## config.mk

```make
export PLATFORM = sky130hd
export DESIGN_NAME = mux_scan_ctl
export DESIGN_NICKNAME = d
export VERILOG_FILES = /design/src/rtl/mux_scan_ctl.sv
export SDC_FILE = /design/constraint.sdc
export NUM_CORES = 1
export LEC_CHECK = 0
export CAP_MARGIN = 15
export CORE_UTILIZATION = 40
export CTS_CLUSTER_DIAMETER = 50
export DETAILED_ROUTE_END_ITERATION = 8
export PLACE_DENSITY_LB_ADDON = 0.1
export SYNTH_ARGS = -nofsm -noshare
export SYNTH_HDL_FRONTEND = slang
export SYNTH_SLANG_ARGS = --single-unit
```

## constraint.sdc

```tcl
create_clock -name clk -period 2.4 [get_ports clk]
set_clock_uncertainty 0.15 [all_clocks]
set_input_delay 0.48 -clock clk [delete_from_list [all_inputs] [get_ports clk]]
set_output_delay 0.48 -clock clk [all_outputs]
set_load 0.02 [all_outputs]
```

## src/rtl/mux_scan_ctl.sv

```systemverilog
// Scan controller for an external 8:1 mux: steps the select through all eight channels,
// waits SETTLE cycles per channel, samples W and publishes the byte with a valid/ack handshake.
module mux_scan_ctl #(
    parameter int unsigned SETTLE = 2  // legal range 1..15
) (
    input  logic       clk,
    input  logic       reset_n,
    input  logic       start,
    input  logic       cont,
    input  logic       mux_w,
    input  logic       ack,
    output logic [2:0] sel,
    output logic       strobe_n,
    output logic       busy,
    output logic [7:0] data,
    output logic       valid,
    output logic       changed
);

    localparam logic [1:0] StIdle   = 2'd0;
    localparam logic [1:0] StSettle = 2'd1;
    localparam logic [1:0] StSample = 2'd2;
    localparam logic [1:0] StDone   = 2'd3;

    localparam logic [3:0] CntLoad = 4'(SETTLE - 1);

    logic [1:0] state_q, state_d;
    logic [3:0] cnt_q, cnt_d;
    logic [2:0] sel_q, sel_d;
    logic       strobe_n_q, strobe_n_d;
    logic       busy_q, busy_d;
    logic [7:0] shadow_q, shadow_d;
    logic [7:0] data_q, data_d;
    logic       valid_q, valid_d;
    logic       changed_q, changed_d;

    always_comb begin
        state_d    = state_q;
        cnt_d      = cnt_q;
        sel_d      = sel_q;
        strobe_n_d = strobe_n_q;
        shadow_d   = shadow_q;
        data_d     = data_q;
        valid_d    = valid_q;
        changed_d  = changed_q;

        case (state_q)
            StIdle: begin
                if (start || cont) begin
                    state_d    = StSettle;
                    sel_d      = 3'd0;
                    strobe_n_d = 1'b0;
                    cnt_d      = CntLoad;
                end
            end
            StSettle: begin
                if (cnt_q == 4'd0) begin
                    state_d = StSample;
                end else begin
                    cnt_d = cnt_q - 4'd1;
                end
            end
            StSample: begin
                shadow_d[sel_q] = mux_w;
                if (sel_q != 3'd7) begin
                    sel_d   = sel_q + 3'd1;
                    cnt_d   = CntLoad;
                    state_d = StSettle;
                end else begin
                    // Publish includes the bit captured on this very edge.
                    state_d    = StDone;
                    data_d     = shadow_d;
                    valid_d    = 1'b1;
                    changed_d  = (shadow_d != data_q);
                    strobe_n_d = 1'b1;
                    sel_d      = 3'd0;
                end
            end
            StDone: begin
                if (ack) begin
                    valid_d   = 1'b0;
                    changed_d = 1'b0;
                    if (cont) begin
                        state_d    = StSettle;
                        sel_d      = 3'd0;
                        strobe_n_d = 1'b0;
                        cnt_d      = CntLoad;
                    end else begin
                        state_d = StIdle;
                    end
                end
            end
            default: begin
                state_d = StIdle;
            end
        endcase

        busy_d = (state_d != StIdle);
    end

    always_ff @(posedge clk or negedge reset_n) begin
        if (!reset_n) begin
            state_q    <= StIdle;
            cnt_q      <= 4'd0;
            sel_q      <= 3'd0;
            strobe_n_q <= 1'b1;
            busy_q     <= 1'b0;
            shadow_q   <= 8'h00;
            data_q     <= 8'h00;
            valid_q    <= 1'b0;
            changed_q  <= 1'b0;
        end else begin
            state_q    <= state_d;
            cnt_q      <= cnt_d;
            sel_q      <= sel_d;
            strobe_n_q <= strobe_n_d;
            busy_q     <= busy_d;
            shadow_q   <= shadow_d;
            data_q     <= data_d;
            valid_q    <= valid_d;
            changed_q  <= changed_d;
        end
    end

    assign sel      = sel_q;
    assign strobe_n = strobe_n_q;
    assign busy     = busy_q;
    assign data     = data_q;
    assign valid    = valid_q;
    assign changed  = changed_q;

endmodule

```

# ---- Word-level counts from Yosys, hierarchy flattened
# Index checks and enable logic that the tools add are counted.
# Widths: inputs -> output; s select.
dict set report classes {
  addsub 2
  multipliers 0
  n_div 0
  order_cmp 2
  eq_ne 11
  shift 0
  mux 29
  bitwise 1
  n_reduce_logical 12
}
# cell count
set op_table {}
lappend op_table {{$mux 4} 5}
lappend op_table {{$pmux 4 s4} 1}
lappend op_table {{$mux 3} 4}
lappend op_table {{$ne 2x2->1 const B} 6}
lappend op_table {{$reduce_and 5->1} 2}
lappend op_table {{$pmux 3 s3} 1}
lappend op_table {{$bwmux 8} 1}
lappend op_table {{$mux 1} 8}
lappend op_table {{$mux 2} 4}
lappend op_table {{$ne 8x8->1} 1}
lappend op_table {{$pmux 2 s4} 1}
lappend op_table {{$eq 2x2->1 const B} 2}
lappend op_table {{$logic_not 4->1} 1}
lappend op_table {{$lt 3x4->1 const B} 1}
lappend op_table {{$pmux 1 s2} 2}
lappend op_table {{$reduce_and 4->1} 1}
lappend op_table {{$reduce_bool 2->1} 2}
lappend op_table {{$sub 4x1->4 const B} 1}
lappend op_table {{$add 3x1->3 const B} 1}
lappend op_table {{$demux 1 s3} 1}
lappend op_table {{$ge 3x1->1 const B} 1}
lappend op_table {{$ne 3x3->1 const B} 1}
lappend op_table {{$pmux 1 s3} 1}
lappend op_table {{$reduce_and 3->1} 1}
lappend op_table {{7 further kinds} 7}
dict set report totals {
  register_bits 29
  latch_bits 0
  mem_bits_rw 0
  romBits 0
  in_bits 6
  out_inout_bits 15
  wordCells 66
  mem_count 0
}

# ---- Longest topological paths before layout
dict set report logic_depth {
  depth_word 8
  ltp_mapped 7
  mapped_depth_nobuf 7
}

# ---- Worst setup path after synthesis
# No wires, ideal clock.
dict set report synth_timing {
  path_type {register -> register}
  startpoint {register sel_q[1] (netlist: sel[1])}
  endpoint {register cnt_q[3]}
  setup_time_ns 0.133
  t_arrival_ns 1.842
  t_required_ns 2.117
  setup_slack_ns 0.275
  stages_incl_launch_ff 8
  n_path_buf 0
  synth_period_minus_slack_ns 2.125
  cell_sequence {dfrtp_1 > ha_1 > ha_1 > and2_1 > a31oi_1 > o211ai_1 > o21a_1 > a2bb2oi_1}
}
dict set report synth_between {
  elab_chain_cells 3
}
# element line
set synth_rtl {}
lappend synth_rtl {{start: declaration} 29} ;# logic [2:0] sel_q, sel_d;
lappend synth_rtl {{start signal: assignment} 115} ;# sel_q <= sel_d;
lappend synth_rtl {{$ne 3x3->1} 65} ;# if (sel_q != 3'd7) begin
lappend synth_rtl {{$ne 2x2->1 (no line)} n/a}
lappend synth_rtl {{$reduce_and 5->1 (no line)} n/a}
lappend synth_rtl {{end signal: assignment} 114} ;# cnt_q <= cnt_d;
lappend synth_rtl {{end: declaration} 28} ;# logic [3:0] cnt_q, cnt_d;
# Every way passes these cells.
# A chain may end at the register's enable or synchronous reset.

# ---- Worst setup path in the final report
dict set report layout_timing {
  startpoint {register sel_q[0] (netlist: sel[0])}
  endpoint {output sel[0]}
}
# element line
set layout_rtl {}
lappend layout_rtl {{end: declaration} 12} ;# output logic [2:0] sel,
# No word-level cell between the ends.

==> metrics list <==
* Post-CTS Repair Setup Buffers: 0
- The initial utilization of the core area, before any placement, comes to 41.5%.
* Sequential power share: 33.6%
- Using the TritonRoute via totals, the vias-per-cell ratio works out to 5.24.
* Area occupied by multi-input gates: 1110 µm²
* Total detailed-routing wirelength: 4470 µm
* Worst hold path depth: 1
- For this run, the post-layout net count is 242.
- In the layout the commonest cells are 28 x dfrtp_1, 25 x nand2_1, 20 x clkdlybuf4s50_1, 13 x mux2i_1.
* Placer congestion estimate: 0.940
- Routed via count: 1545
- H-tree level count: 2
- The top cell type by area accounts for 35.8% of the synthesized area.
- Critical Path RT: 1.77 ns
- Most common flop cell mapped by yosys: dfrtp_1
* Non-Filler Cell Area, Final: 2350 µm²
* Die Area: 5180 µm²
- Counting flops with a built-in enable in the synthesized netlist gives 0.
- The initial antenna violation count was 0.
- Grt total ovfl: 0
- The die is 72.0 µm tall.
- The tool flagged a number of max-cap violations equal to 0.
* PD cells: 859 nW/µm²
* Min Tclk post-route: 2.23 ns
* Total GRT Usage: 18.9%
- At the worst endpoint, the arrival time is 1.60 ns.
* Global-route wire length before repair: 7490 µm
- RSZ-0062 raised after global routing: no
* Rel. slew slack: 70.8%
* Critical path type: reg2out
* # rows: 25
- Proportion of power drawn by combinational gates: 44.2%
- The number of global-route vias before repair came to 1601.
- The floorplan step defined a core boundary enclosing 4720 µm².
- Setup violations, final: 0
- Ranked by total cell area, the synthesized netlist is headed by dfrtp_1 36%, mux2i_1 6.6%, ha_1 5.7%.
- First-pass iteration count of the detailed router: 4
- Share of layout cells above drive strength 1: 17.5%
* Peak supply drop: 0.293 mV
- No sink is reached through more buffers than the 2 on the longest clock path.
- Clock-pin slew was measured on the worst setup and hold paths at 0.07 ns.
- Leak pwr: 1.02 nW
- Number of antenna repair diodes: 0
- Across all hold checks on the routed design, the worst slack comes to 0.350 ns.
- Leaving out fill and tap cells, the most frequent cell in the layout is dfrtp_1.
- Clock Latency Late Sink: 0.28 ns
* Part of the Yosys area used for sequential elements: 37.1%
- Upper clock frequency limit: 0.449 GHz
* Antenna Nets Post-Route: 0
* Distinct cells, synth: 59
- Total nets after synthesis: 213
* CTS Root Buffer Type: clkbuf_8
- 21 I/O pins were placed.
* Switching share of total power: 38.3%
- Detailed placement finished with a half-perimeter wire length of 3270 µm.
* Endpoint kind of the worst setup timing path: output pin
- Compared with the post-synthesis result, the final layout area differs by 19.7%.
* Setup total negative slack: 0 ns
- The clock network accounts for 22.2% of the total power.
- The final number of max-transition violations was 0.
* Worst hold path type: reg2reg
- Hold buffer count at CTS: 0
* Register bit total from synthesis: 29
- Die width: 72.0 µm
- Of all nets on the critical path, the largest fanout is 18.
- Share of the clock period used by the worst path: 92.8%
* Net switching power: 0.772 mW
* Area taken by flip-flops and latches: 727 µm²
- Post-synthesis async set-or-reset flop share: 100%
- The detailed router finished its first iteration with 57 violations.
- CTS saw 29 sinks.
* PortBufs: 20
* TritonCTS clock tree: done
- Area leader, netlist: dfrtp_1
- Result of the run: completed
- The Yosys step of the flow raised 0 warnings.
- Post-CTS repair changed the size of 0 cells.
- Residual DRC: 0
* Post-Place Cells: 287
- Synthesized netlist cell count: 198
- The finished layout holds 295 standard cells, fillers aside.
* Clock buffers created by TritonCTS: 5
- The final number of hold-violating endpoints was 0.
* Total of fill cells in the finished design: 441
- Dividing the detail-routed wire length by the instance count gives 15.1 µm.
- Depth of the most critical reg-to-reg path: 7
* Cell Int Power: 1.24 mW
- A synthesized cell averages 9.90 µm².
- Maximum number of pins on one net before global-route repair: 30
* Least-Margin Pin Slew: 0.436 ns
* Overall power of the completed layout: 2.01 mW
- The mapped netlist covers 1960 µm².
- STA classifies the critical path startpoint as a flip-flop.
- Cell area after placement: 2240 µm²
-- area by class of cell --
cell class | instances | area share, %
clock buffer | 7 | 4.11
clock inverter | 1 | 0.213
inverter | 12 | 1.92
tap | 67 | 3.57
timing repair buffer | 31 | 12.1
sequential | 29 | 31.0
multi-input combinational | 148 | 47.1
-- flip-flops by register name, indices dropped and copies added (netlist names) --
name      count
shadow_q      8
data          8
state_q       2
sel           3
strobe_n      1
busy          1
changed       1
valid         1
cnt_q         4
-- Yosys cell counts (all sizes together) (2+ instances only) --
master	count
dfrtp	28
nor4bb	2
nand3b	4
or3b	2
nand4	2
nor2	7
o21ai	15
a2bb2oi	3
a31oi	3
mux2	9
nand2b	2
nor2b	2
nand3	2
xor2	4
nor3	5
nand2	25
inv	12
or2	2
a21oi	8
mux2i	13
a211oi	2
o211ai	4
ha	9
xnor2	2
clkbuf	3
nor3b	3
buf	6
o21a	2
o311ai	2
-- through the flow --
step	utilization (%)	setup slack [ns]
3_5_place_dp	47.5	0.245
6_report	49.7	0.173
4_1_cts	49.7	0.172
3_3_place_gp	47.5	0.299
5_1_grt	49.7	0.0694
2_1_floorplan	-	0.275
-- worst paths after layout --
check,from,endpoint,slack (ns)
worst min-delay path,shadow_q[4],shadow_q[4],0.35
worst max register to register,state_q[0],changed,0.27
min in group asynchronous,reset_n,shadow_q[1],0.43
worst max-delay path,sel[0],sel[0],0.17
max in group asynchronous,reset_n,strobe_n,1.36
worst min register to register,shadow_q[4],shadow_q[4],0.35
-- power groups by stage --
stage	registers [mW]	clock network, mW	logic (mW)
4_1_cts	0.678	0.461	0.898
6_report	0.677	0.446	0.891
3_3_place_gp	0.677	0	0.872
2_1_floorplan	0.712	0	0.605
3_5_place_dp	0.687	0	0.892
5_1_grt	0.687	0.484	1.00
-- kinds of logic after synthesis --
family | synth area share, %
buffers and inverters | 6.45
flip-flops | 37.1
AND/OR/NAND/NOR | 19.8
AO/OA/AOI/OAI | 16.4
XOR/XNOR | 2.68
multiplexers | 11.8
adder cells (fa/ha/maj) | 5.75
-- metal layers --
metal / wire, µm / track usage (%) / share of wire [%]
met1: 2070 / 22.6 / 46
met2: 2200 / 33.0 / 49
met3: 144 / 4.17 / 3.2
met4: 60 / 7.19 / 1.3
met5: 0 / 0 / 0
-- critical path, stage by stage, from the launching register on --
cell and delay [ns]:
dfrtp_1 0.37, buf_4 0.28, clkdlybuf4s50_1 0.67
Note: power is estimated with default switching activity, not from simulation.
